--- src/rtl/hbm_mvm_head_cmd_gen.sv ---
// Multi-head command sequencer for the HBM MVM path: walks heads, channel tiles and
// burst splits, emitting feature-read, weight-read and output-write commands in order.
module hbm_mvm_head_cmd_gen #(
    parameter int ADDR_W     = 32,
    parameter int BEAT_BYTES = 64,
    parameter int MAX_BURST  = 256,
    parameter int HEAD_W     = 6,
    parameter int TOK_W      = 16,
    parameter int TILE_W     = 8
) (
    input  logic              clk,
    input  logic              rst,
    input  logic              start,
    input  logic [HEAD_W-1:0] cfg_feat_heads,
    input  logic [HEAD_W-1:0] cfg_grp,
    input  logic [HEAD_W-1:0] cfg_wt_heads,
    input  logic [TOK_W-1:0]  cfg_tokens,
    input  logic              cfg_kv_mode,
    input  logic [TOK_W-1:0]  cfg_kv_len,
    input  logic [TILE_W-1:0] cfg_in_tiles,
    input  logic [TILE_W-1:0] cfg_out_tiles,
    input  logic [ADDR_W-1:0] cfg_dat_base,
    input  logic [ADDR_W-1:0] cfg_dat_head_stride,
    input  logic [ADDR_W-1:0] cfg_dat_surf_stride,
    input  logic [ADDR_W-1:0] cfg_wt_base,
    input  logic [ADDR_W-1:0] cfg_wt_head_stride,
    input  logic [ADDR_W-1:0] cfg_wt_surf_stride,
    input  logic [ADDR_W-1:0] cfg_out_base,
    input  logic [ADDR_W-1:0] cfg_out_head_stride,
    input  logic [ADDR_W-1:0] cfg_out_surf_stride,
    output logic              cmd_valid,
    input  logic              cmd_ready,
    output logic [1:0]        cmd_type,
    output logic [ADDR_W-1:0] cmd_addr,
    output logic [7:0]        cmd_len,
    output logic [HEAD_W-1:0] cmd_head,
    output logic              cmd_last,
    output logic              busy,
    output logic              done,
    output logic              err
);

    localparam logic [ADDR_W-1:0] BURST_STEP = ADDR_W'(MAX_BURST * BEAT_BYTES);
    localparam logic [7:0]        FULL_LEN   = 8'(MAX_BURST - 1);
    localparam logic [TOK_W:0]    MAX_REM    = (TOK_W + 1)'(MAX_BURST);
    localparam logic [1:0]        TYPE_FEAT  = 2'd0;
    localparam logic [1:0]        TYPE_WT    = 2'd1;
    localparam logic [1:0]        TYPE_OUT   = 2'd2;

    typedef enum logic [2:0] {
        IDLE,
        CHK,
        FEAT,
        WT,
        OUT
    } state_e;

    state_e state_q;

    logic [HEAD_W-1:0] featHeads_q, grpSize_q;
    logic [TOK_W-1:0]  tokens_q, rows_q;
    logic [TILE_W-1:0] inTiles_q, outTiles_q;
    logic [ADDR_W-1:0] datBase_q, datHeadStride_q, datSurfStride_q;
    logic [ADDR_W-1:0] wtBase_q, wtHeadStride_q, wtSurfStride_q;
    logic [ADDR_W-1:0] outBase_q, outHeadStride_q, outSurfStride_q;
    logic              cfgOk_q;

    logic [HEAD_W-1:0] head_q, grpCnt_q, wHead_q;
    logic [TILE_W-1:0] tile_q, oTile_q;
    logic [ADDR_W-1:0] datHeadOff_q, wtHeadOff_q, outHeadOff_q;
    logic [ADDR_W-1:0] datTileOff_q, wtTileOff_q, outTileOff_q;
    logic [TOK_W-1:0]  rem_q;

    logic              cmdValid_q, cmdLast_q, busy_q, done_q, err_q;
    logic [1:0]        cmdType_q;
    logic [ADDR_W-1:0] cmdAddr_q;
    logic [7:0]        cmdLen_q;
    logic [HEAD_W-1:0] cmdHead_q;

    logic [2*HEAD_W-1:0] grpProd;
    logic                cfgOk;
    logic                accept, moreBursts, remNextFits, tokFits;
    logic                lastTile, lastOTile, nextOTileLast, lastHead, grpWrap;
    logic [TOK_W-1:0]    remNext;
    logic [7:0]          tokLen, rowLen, remNextLen;
    logic [ADDR_W-1:0]   datTileOff_d, wtTileOff_d, outTileOff_d;
    logic [ADDR_W-1:0]   datHeadOff_d, wtHeadOff_d, outHeadOff_d;

    function automatic logic fitsOne(input logic [TOK_W-1:0] rem);
        return {1'b0, rem} <= MAX_REM;
    endfunction

    function automatic logic [7:0] burstLen(input logic [TOK_W-1:0] rem);
        return fitsOne(rem) ? 8'(rem - 1'b1) : FULL_LEN;
    endfunction

    // Configuration is judged on the raw inputs so a rejected job never raises busy.
    always_comb begin
        grpProd = {{HEAD_W{1'b0}}, cfg_wt_heads} * {{HEAD_W{1'b0}}, cfg_grp};
        cfgOk   = (cfg_feat_heads != '0) && (cfg_grp != '0) && (cfg_wt_heads != '0) &&
                  (cfg_in_tiles != '0) && (cfg_out_tiles != '0) && (cfg_tokens != '0) &&
                  (grpProd == {{HEAD_W{1'b0}}, cfg_feat_heads}) &&
                  !(cfg_kv_mode && (cfg_kv_len == '0));
    end

    always_comb begin
        accept        = cmdValid_q & cmd_ready;
        moreBursts    = !fitsOne(rem_q);
        remNext       = rem_q - MAX_REM[TOK_W-1:0];
        remNextFits   = fitsOne(remNext);
        remNextLen    = burstLen(remNext);
        tokFits       = fitsOne(tokens_q);
        tokLen        = burstLen(tokens_q);
        rowLen        = burstLen(rows_q);
        lastTile      = (tile_q == inTiles_q - 1'b1);
        lastOTile     = (oTile_q == outTiles_q - 1'b1);
        nextOTileLast = ((oTile_q + 1'b1) == (outTiles_q - 1'b1));
        lastHead      = (head_q == featHeads_q - 1'b1);
        grpWrap       = (grpCnt_q == grpSize_q - 1'b1);
        datTileOff_d  = datTileOff_q + datSurfStride_q;
        wtTileOff_d   = wtTileOff_q + wtSurfStride_q;
        outTileOff_d  = outTileOff_q + outSurfStride_q;
        datHeadOff_d  = datHeadOff_q + datHeadStride_q;
        wtHeadOff_d   = wtHeadOff_q + wtHeadStride_q;
        outHeadOff_d  = outHeadOff_q + outHeadStride_q;
    end

    always_ff @(posedge clk or posedge rst) begin
        if (rst) begin
            state_q         <= IDLE;
            featHeads_q     <= '0;
            grpSize_q       <= '0;
            tokens_q        <= '0;
            rows_q          <= '0;
            inTiles_q       <= '0;
            outTiles_q      <= '0;
            datBase_q       <= '0;
            datHeadStride_q <= '0;
            datSurfStride_q <= '0;
            wtBase_q        <= '0;
            wtHeadStride_q  <= '0;
            wtSurfStride_q  <= '0;
            outBase_q       <= '0;
            outHeadStride_q <= '0;
            outSurfStride_q <= '0;
            cfgOk_q         <= 1'b0;
            head_q          <= '0;
            grpCnt_q        <= '0;
            wHead_q         <= '0;
            tile_q          <= '0;
            oTile_q         <= '0;
            datHeadOff_q    <= '0;
            wtHeadOff_q     <= '0;
            outHeadOff_q    <= '0;
            datTileOff_q    <= '0;
            wtTileOff_q     <= '0;
            outTileOff_q    <= '0;
            rem_q           <= '0;
            cmdValid_q      <= 1'b0;
            cmdType_q       <= '0;
            cmdAddr_q       <= '0;
            cmdLen_q        <= '0;
            cmdHead_q       <= '0;
            cmdLast_q       <= 1'b0;
            busy_q          <= 1'b0;
            done_q          <= 1'b0;
            err_q           <= 1'b0;
        end else begin
            done_q <= 1'b0;
            err_q  <= 1'b0;
            case (state_q)
                IDLE: begin
                    if (start) begin
                        featHeads_q     <= cfg_feat_heads;
                        grpSize_q       <= cfg_grp;
                        tokens_q        <= cfg_tokens;
                        rows_q          <= cfg_kv_mode ? cfg_kv_len : cfg_tokens;
                        inTiles_q       <= cfg_in_tiles;
                        outTiles_q      <= cfg_out_tiles;
                        datBase_q       <= cfg_dat_base;
                        datHeadStride_q <= cfg_dat_head_stride;
                        datSurfStride_q <= cfg_dat_surf_stride;
                        wtBase_q        <= cfg_wt_base;
                        wtHeadStride_q  <= cfg_wt_head_stride;
                        wtSurfStride_q  <= cfg_wt_surf_stride;
                        outBase_q       <= cfg_out_base;
                        outHeadStride_q <= cfg_out_head_stride;
                        outSurfStride_q <= cfg_out_surf_stride;
                        cfgOk_q         <= cfgOk;
                        busy_q          <= cfgOk;
                        state_q         <= CHK;
                    end
                end
                CHK: begin
                    if (!cfgOk_q) begin
                        err_q   <= 1'b1;
                        state_q <= IDLE;
                    end else begin
                        head_q       <= '0;
                        grpCnt_q     <= '0;
                        wHead_q      <= '0;
                        tile_q       <= '0;
                        oTile_q      <= '0;
                        datHeadOff_q <= '0;
                        wtHeadOff_q  <= '0;
                        outHeadOff_q <= '0;
                        datTileOff_q <= '0;
                        wtTileOff_q  <= '0;
                        outTileOff_q <= '0;
                        rem_q        <= tokens_q;
                        cmdValid_q   <= 1'b1;
                        cmdType_q    <= TYPE_FEAT;
                        cmdAddr_q    <= datBase_q;
                        cmdLen_q     <= tokLen;
                        cmdHead_q    <= '0;
                        cmdLast_q    <= 1'b0;
                        state_q      <= FEAT;
                    end
                end
                FEAT, WT, OUT: begin
                    if (accept) begin
                        if (moreBursts) begin
                            // Same segment, next burst; the final piece of the final OUT segment carries last.
                            rem_q     <= remNext;
                            cmdAddr_q <= cmdAddr_q + BURST_STEP;
                            cmdLen_q  <= remNextLen;
                            cmdLast_q <= (state_q == OUT) && lastOTile && lastHead && remNextFits;
                        end else begin
                            case (state_q)
                                FEAT: begin
                                    rem_q     <= rows_q;
                                    cmdType_q <= TYPE_WT;
                                    cmdAddr_q <= wtBase_q + wtHeadOff_q + wtTileOff_q;
                                    cmdLen_q  <= rowLen;
                                    cmdHead_q <= wHead_q;
                                    cmdLast_q <= 1'b0;
                                    state_q   <= WT;
                                end
                                WT: begin
                                    rem_q     <= tokens_q;
                                    cmdHead_q <= head_q;
                                    cmdLen_q  <= tokLen;
                                    if (!lastTile) begin
                                        tile_q       <= tile_q + 1'b1;
                                        datTileOff_q <= datTileOff_d;
                                        wtTileOff_q  <= wtTileOff_d;
                                        cmdType_q    <= TYPE_FEAT;
                                        cmdAddr_q    <= datBase_q + datHeadOff_q + datTileOff_d;
                                        cmdLast_q    <= 1'b0;
                                        state_q      <= FEAT;
                                    end else begin
                                        tile_q       <= '0;
                                        datTileOff_q <= '0;
                                        wtTileOff_q  <= '0;
                                        cmdType_q    <= TYPE_OUT;
                                        cmdAddr_q    <= outBase_q + outHeadOff_q + outTileOff_q;
                                        cmdLast_q    <= lastHead && lastOTile && tokFits;
                                        state_q      <= OUT;
                                    end
                                end
                                default: begin
                                    if (!lastOTile) begin
                                        oTile_q      <= oTile_q + 1'b1;
                                        outTileOff_q <= outTileOff_d;
                                        rem_q        <= tokens_q;
                                        cmdAddr_q    <= outBase_q + outHeadOff_q + outTileOff_d;
                                        cmdLen_q     <= tokLen;
                                        cmdLast_q    <= lastHead && nextOTileLast && tokFits;
                                    end else if (!lastHead) begin
                                        // Weight head advances only when the group counter wraps.
                                        oTile_q      <= '0;
                                        outTileOff_q <= '0;
                                        head_q       <= head_q + 1'b1;
                                        datHeadOff_q <= datHeadOff_d;
                                        outHeadOff_q <= outHeadOff_d;
                                        if (grpWrap) begin
                                            grpCnt_q    <= '0;
                                            wHead_q     <= wHead_q + 1'b1;
                                            wtHeadOff_q <= wtHeadOff_d;
                                        end else begin
                                            grpCnt_q <= grpCnt_q + 1'b1;
                                        end
                                        rem_q     <= tokens_q;
                                        cmdType_q <= TYPE_FEAT;
                                        cmdAddr_q <= datBase_q + datHeadOff_d;
                                        cmdLen_q  <= tokLen;
                                        cmdHead_q <= head_q + 1'b1;
                                        cmdLast_q <= 1'b0;
                                        state_q   <= FEAT;
                                    end else begin
                                        cmdValid_q <= 1'b0;
                                        cmdLast_q  <= 1'b0;
                                        busy_q     <= 1'b0;
                                        done_q     <= 1'b1;
                                        state_q    <= IDLE;
                                    end
                                end
                            endcase
                        end
                    end
                end
                default: state_q <= IDLE;
            endcase
        end
    end

    assign cmd_valid = cmdValid_q;
    assign cmd_type  = cmdType_q;
    assign cmd_addr  = cmdAddr_q;
    assign cmd_len   = cmdLen_q;
    assign cmd_head  = cmdHead_q;
    assign cmd_last  = cmdLast_q;
    assign busy      = busy_q;
    assign done      = done_q;
    assign err       = err_q;

endmodule

--- config.mk ---
export PLATFORM = sky130hd
export DESIGN_NAME = hbm_mvm_head_cmd_gen
export DESIGN_NICKNAME = d
export VERILOG_FILES = /design/src/rtl/hbm_mvm_head_cmd_gen.sv
export SDC_FILE = /design/constraint.sdc
export NUM_CORES = 2
export LEC_CHECK = 0
export CORE_AREA = 2 2 296 415
export CTS_CLUSTER_SIZE = 25
export DETAILED_ROUTE_END_ITERATION = 7
export DIE_AREA = 0 0 298 417
export DONT_BUFFER_PORTS = 1
export GPL_ROUTABILITY_DRIVEN = 0
export SLEW_MARGIN = 5
export SYNTH_ARGS = -nofsm -noshare
export SYNTH_HDL_FRONTEND = slang
export SYNTH_SLANG_ARGS = --single-unit
--- constraint.sdc ---
create_clock -name clk -period 47.4 [get_ports clk]
set_input_delay 2.37 -clock clk [delete_from_list [all_inputs] [get_ports clk]]
set_output_delay 2.37 -clock clk [all_outputs]
set_load 0.05 [all_outputs]
* Word level (Yosys, flattened, before mapping)
Cells that the tools add are included.
W data, S select, Z words.
** Storage, ports and cells
- Register bits :: 647
- Bits of input ports :: 359
** Cells by class
- Add/subtract/negate cells :: 28
- Multiply operators :: 1
- Magnitude comparators :: 4
- Equal/unequal tests :: 24
- Mux-type cells :: 140
- Bitwise logic cells :: 1
- Reduce and logical (&&, ||, !) cells :: 39
** Operators by type and width (number)
- $mux W32 :: 36
- $pmux W32 S2 :: 8
- $add A32 B32 Y32 :: 14
- $mux W8 :: 18
- $mux W6 :: 20
- $mux W16 :: 6
- $le A16 B9 Y1 const B :: 4
- $pmux W16 S2 :: 2
- $pmux W8 S2 :: 4
- $pmux W6 S2 :: 5
- $sub A8 B1 Y8 const B :: 5
- $add A32 B15 Y32 const B :: 1
- $eq A8 B8 Y1 :: 3
- $reduce_and A7 Y1 :: 3
- $mux W1 :: 20
- $ne A2 B2 Y1 const B :: 10
- $add A6 B1 Y6 const B :: 3
- $reduce_bool A6 Y1 :: 3
- $add A8 B1 Y8 const B :: 2
- $logic_not A16 Y1 :: 1
- $mux W2 :: 8
- $reduce_bool A16 Y1 :: 1
- $reduce_bool A8 Y1 :: 2
- $sub A16 B9 Y16 const B :: 1
- 28 further kinds :: 57

* Longest topological paths before layout
- Depth in word-level cells :: 10
- Gate-level depth with buffers :: 27
- Depth with buffers taken out :: 27

* Least setup slack after synthesis
No wires, ideal clock.
- Path type :: input to register
- Start :: in cfg_wt_heads[1]
- End :: reg busy_q, in the netlist busy
- Arrival time :: 5.673 ns
- Slack :: 41.644 ns
- Cell stages on the path :: 15
- Path buffers :: 0
- Cell sequence :: and2_1 -> fa_1 -> inv_1 -> fa_1 -> fa_1 -> inv_1 -> ha_1 -> inv_1 -> nor2_1 -> nor2_1 -> xnor2_1 -> nor4_1 -> nand4_1 -> or4_1 -> o21ai_0
** On the way
- Longest elaborated chain between the ends :: 9
** Ends and longest elaborated chain
- start: declaration :: RTL line 16 : input logic [HEAD_W-1:0] cfg_wt_heads,
- branches (longest 5 deep; another with $mul A6 B6 Y12)
- $logic_and A1 B1 Y1 (*) :: RTL line 101 : (cfg_in_tiles != '0) && (cfg_out_tiles != '0) && (cfg_tokens != '0) &&
- $logic_and A1 B1 Y1 (*) :: RTL line 102 : (grpProd == {{HEAD_W{1'b0}}, cfg_feat_heads}) &&
- $mux W1 (*) :: RTL line 173 : if (start) begin
- $pmux W1 S2 (*) :: RTL line 171 : case (state_q)
- end signal: assignment :: RTL line 190 : busy_q <= cfgOk;
- end: declaration :: RTL line 74 : logic cmdValid_q, cmdLast_q, busy_q, done_q, err_q;
Every way passes the cells marked *. The select of a mux whose other input is x is not followed.
A chain may end at the register's enable or synchronous reset.

* Worst setup path after layout
- Start :: reg datSurfStride_q[0]
- End :: reg cmdAddr_q[31], in the netlist cmd_addr[31]
** On the way
- Longest elaborated chain between the ends :: 7
** Ends and longest elaborated chain
- start: declaration :: RTL line 63 : logic [ADDR_W-1:0] datBase_q, datHeadStride_q, datSurfStride_q;
- start signal: assignment :: RTL line 182 : datSurfStride_q <= cfg_dat_surf_stride;
- $add A32 B32 Y32 :: RTL line 120 : datTileOff_d = datTileOff_q + datSurfStride_q;
- $add A32 B32 Y32 :: RTL line 248 : cmdAddr_q <= datBase_q + datHeadOff_q + datTileOff_d;
- $mux W32 :: RTL line 243 : if (!lastTile) begin
- $pmux W32 S2 :: RTL line 229 : case (state_q)
- $mux W32 :: RTL line 222 : if (moreBursts) begin
- $mux W32 :: RTL line 221 : if (accept) begin
- $pmux W32 S2 :: RTL line 171
- end signal: assignment :: RTL line 225 : cmdAddr_q <= cmdAddr_q + BURST_STEP;
- end signal: assignment :: RTL line 233 : cmdAddr_q <= wtBase_q + wtHeadOff_q + wtTileOff_q;
- end signal: assignment :: RTL line 248
- end: declaration :: RTL line 76 : logic [ADDR_W-1:0] cmdAddr_q;
Every way passes these cells. The select of a mux whose other input is x is not followed.

==> out/qor.yml <==
setup_path:
  crit_path_max_fanout: 5
  crit_type: "register to register"
  arrival_ps: 7210
  critPathMaxStageDelay_ps: 620
  crit_chain: "ha_1 -> fa_1 -> a21o_1 -> a21oi_1 -> o21ai_0 -> a211oi_1 -> o21bai_1 -> a21oi_1 -> o21bai_1 -> a21oi_1 -> xnor2_1 -> fa_1 -> ha_1 -> a21o_1 -> a211oi_1 -> a21oi_1 -> a21oi_1 -> o21ai_1 -> a2111oi_0 -> o31ai_1 -> a21oi_1 -> xnor3_1 -> nand2_1 -> a41oi_1"
  critical_path_buf_inv_count: 0
  critPathRequiredTime_ps: 47950
  critPathSlowestCell: "a2111oi_0"
  startpoint_type: "register"
  endpoint_kind: "register"
  crit_top_cell: "a21oi_1"
  crit_family: "compound AO/OA/AOI/OAI gates"
yosys:
  synth_nets: 5906
  ys_ff_latch: 647
  synth.avg_cell_area_um2: 9.47
  synth.top_cells.by_count: "647 x dfrtp_1, 427 x nand2_1, 408 x a21oi_1"
  synth.area.top_cells: "dfrtp_1 34%, ha_1 11%, mux2_2 7.3%"
  ys_seq_area_share_pct: 33.9
  synthFlopType: "dfrtp_1"
  yosysMostFrequentCell: "dfrtp_1"
  async_reset_ff_share_pct: 100
  syn-instance-count: 5049
  yosysUniqueCellTypes: 96
  synth_top_area_share_pct: 33.9
  yosysWarnings: 0
  synth_edf_count: 0
  syn_area_um2: 47800
  yosysTopAreaCell: "dfrtp_1"
sta:
  rsz0062_at_grt: "no"
  slew_headroom_pct: 28.9
  setup_viol: 0
  slew_viol_final: 0
  max_freq_mhz: 150
  min_period_ps: 6660
  timing.final.crit_share_pct: 14.0
  skew_ps: 36.1
  tns_ps: 0
  tightest_slew_ps: 1040
  hold_viol: 0
global_route:
  grt_pass1_vias: 38900
  antenna_found_initial: 58
  track_usage_pct: 23.2
  grt_max_degree: 162
  grt_pass1_wl_um: 225000
  grt.overflow.total: 0
power_and_ir_drop:
  ir_worst_vdd_mv: 0.0322
  p_leak_nw: 25.4
  p_per_area_nw_per_um2: 23.5
drt:
  drtAntennaViolNets: 0
  wirelength_um: 146000
  wl_per_cell_um: 21.9
  drc: 0
  via_per_inst: 5.76
  drtPass1Iterations: 6
  drt_iter0_drc: 2468
  num_vias: 38400
die:
  die_h_um: 417
  rows: 151
  initial_core_util_pct: 39.7
  ios: 412
  design.die.area_um2: 124000
  dieWidth_um: 298
  core_um2: 121000
cells_and_area:
  drive_above_1_share_pct: 10.8
  final_nets: 5845
  postLayoutCellArea_um2: 52300
  fillCellCount: 11800
  utilization_pct: 43.4
  syn_to_final_growth_pct: 9.28
outcome:
  status: "completed"
placement:
  place_area_um2: 49500
  io_buffers: 0
  hpwl_um: 115000
min_path:
  hold_path.class: "register to register"
job:
  max_cap_violations: 0
clock_tree:
  clockRootBuffer: "clkbuf_16"
  cts.clk_slew.worst_paths_ps: 60
  cts.sinks: 647
  post_cts_buffers: 0
  cts_buffers: 76
  cts_buffer_depth: 3
  cts.htree.levels: 3
  worstSkewPairLatency_ps: 690
  cts_hold_buf: 0
  post_cts_resized: 0
  tritoncts: "done"
area by class of cell:
cell class                      instances  area (um2)  area share (%)
Clock inverter                         39         563            1.08
Timing Repair Buffer                   35         288           0.551
Inverter                              171         649            1.24
Antenna cell                           13        32.5          0.0622
Sequential cell                       647       16200            31.0
Clock buffer                          100        2130            4.08
Tap cell                             1606        2010            3.84
Multi-Input combinational cell       4057       30400            58.2
cells by family after synthesis:
| family | Yosys count | share of synthesized area, % |
|---|---|---|
| flops | 647 | 33.9 |
| buf+inv | 345 | 2.78 |
| mux | 340 | 7.93 |
| compound gates | 1588 | 21.4 |
| fa+ha+maj | 498 | 14.5 |
| xor+xnor | 409 | 7.56 |
| simple gates | 1222 | 12.0 |
per-layer routing:
metal | track usage [%] | up-vias | wire [um]
met4 | 9.86 | 50 | 6100
met1 | 28.2 | 18700 | 60800
met3 | 5.88 | 345 | 10000
li1 | - | 18300 | -
met2 | 39.0 | 1032 | 68900
met5 | 0 | - | 329
power by group:
| group | leakage [nW] | internal (mW) | total, mW | switching [mW] |
|---|---|---|---|---|
| sequential | 8.46 | 0.552 | 0.552 | 0 |
| combinational | 15.7 | 0.0111 | 0.0327 | 0.0215 |
| clock | 1.31 | 0.384 | 0.642 | 0.257 |
| total | 25.4 | 0.948 | 1.23 | 0.279 |
worst register-to-register path, stage by stage (launching register included):
cell       delay [ps]
dfrtp_1           380
ha_1              250
fa_1              420
a21o_1            190
a21oi_1           260
o21ai_0           170
a211oi_1          430
o21bai_1          130
a21oi_1           230
o21bai_1           90
a21oi_1           180
xnor2_1           210
fa_1              490
ha_1              360
a21o_1            210
a211oi_1          390
a21oi_1           190
a21oi_1           210
o21ai_1           170
a2111oi_0         620
o31ai_1           180
a21oi_1           180
xnor3_1           410
nand2_1            70
a41oi_1           110
state kept, by name, summed over array words and instances, names as in the netlist, 16 cells and up:
name             count
cmd_addr            32
outHeadStride_q     32
wtSurfStride_q      32
datHeadStride_q     32
wtTileOff_q         32
rem_q               16
datBase_q           32
wtHeadStride_q      32
outTileOff_q        32
outHeadOff_q        32
tokens_q            16
wtBase_q            32
wtHeadOff_q         32
datHeadOff_q        32
rows_q              16
datTileOff_q        32
datSurfStride_q     32
outBase_q           32
outSurfStride_q     32
per-stage QoR:
stage	hold slack (ps)	total power [mW]	cells	setup slack, ps
detailed placement	459	0.596	6516	40790
global route	516	1.27	6660	40320
floorplan	431	0.589	5049	26900
CTS	468	1.24	6655	40740
finish	469	1.23	6668	40740
global placement	456	0.596	6516	40870
worst paths after layout:
| kind | start | end | slack [ps] | depth (start not counted) |
|---|---|---|---|---|
| min | wHead_q[5] | wHead_q[5] | 470 | 1 |
| max | datSurfStride_q[0] | cmd_addr[31] | 40740 | 24 |
| max in group asynchronous | rst | outHeadStride_q[29] | 43590 | 3 |
| min in group asynchronous | rst | wtSurfStride_q[1] | 1580 | 1 |
| max reg2reg | datSurfStride_q[0] | cmd_addr[31] | 40740 | 24 |
| min reg2reg | wHead_q[5] | wHead_q[5] | 470 | 1 |
placed cells by master, fill, tap and decap left out, drive strengths merged, types with 31 or more instances in the layout:
| cell type | count |
|---|---|
| and2 | 66 |
| mux2 | 312 |
| xor2 | 144 |
| nand2 | 427 |
| dfrtp | 647 |
| nand2b | 49 |
| a31oi | 61 |
| a21o | 185 |
| o21a | 45 |
| o21ai | 378 |
| a21oi | 409 |
| o22ai | 37 |
| fa | 91 |
| nor2b | 52 |
| a211oi | 48 |
| nand3 | 78 |
| buf | 35 |
| clkbuf | 100 |
| o21bai | 74 |
| and3 | 36 |
| inv | 176 |
| a22o | 77 |
| ha | 407 |
| nand4 | 31 |
| xnor2 | 263 |
| o211ai | 36 |
| o31ai | 60 |
| nor3 | 77 |
| nor2 | 313 |
Note: power is estimated with default switching activity, not from simulation.
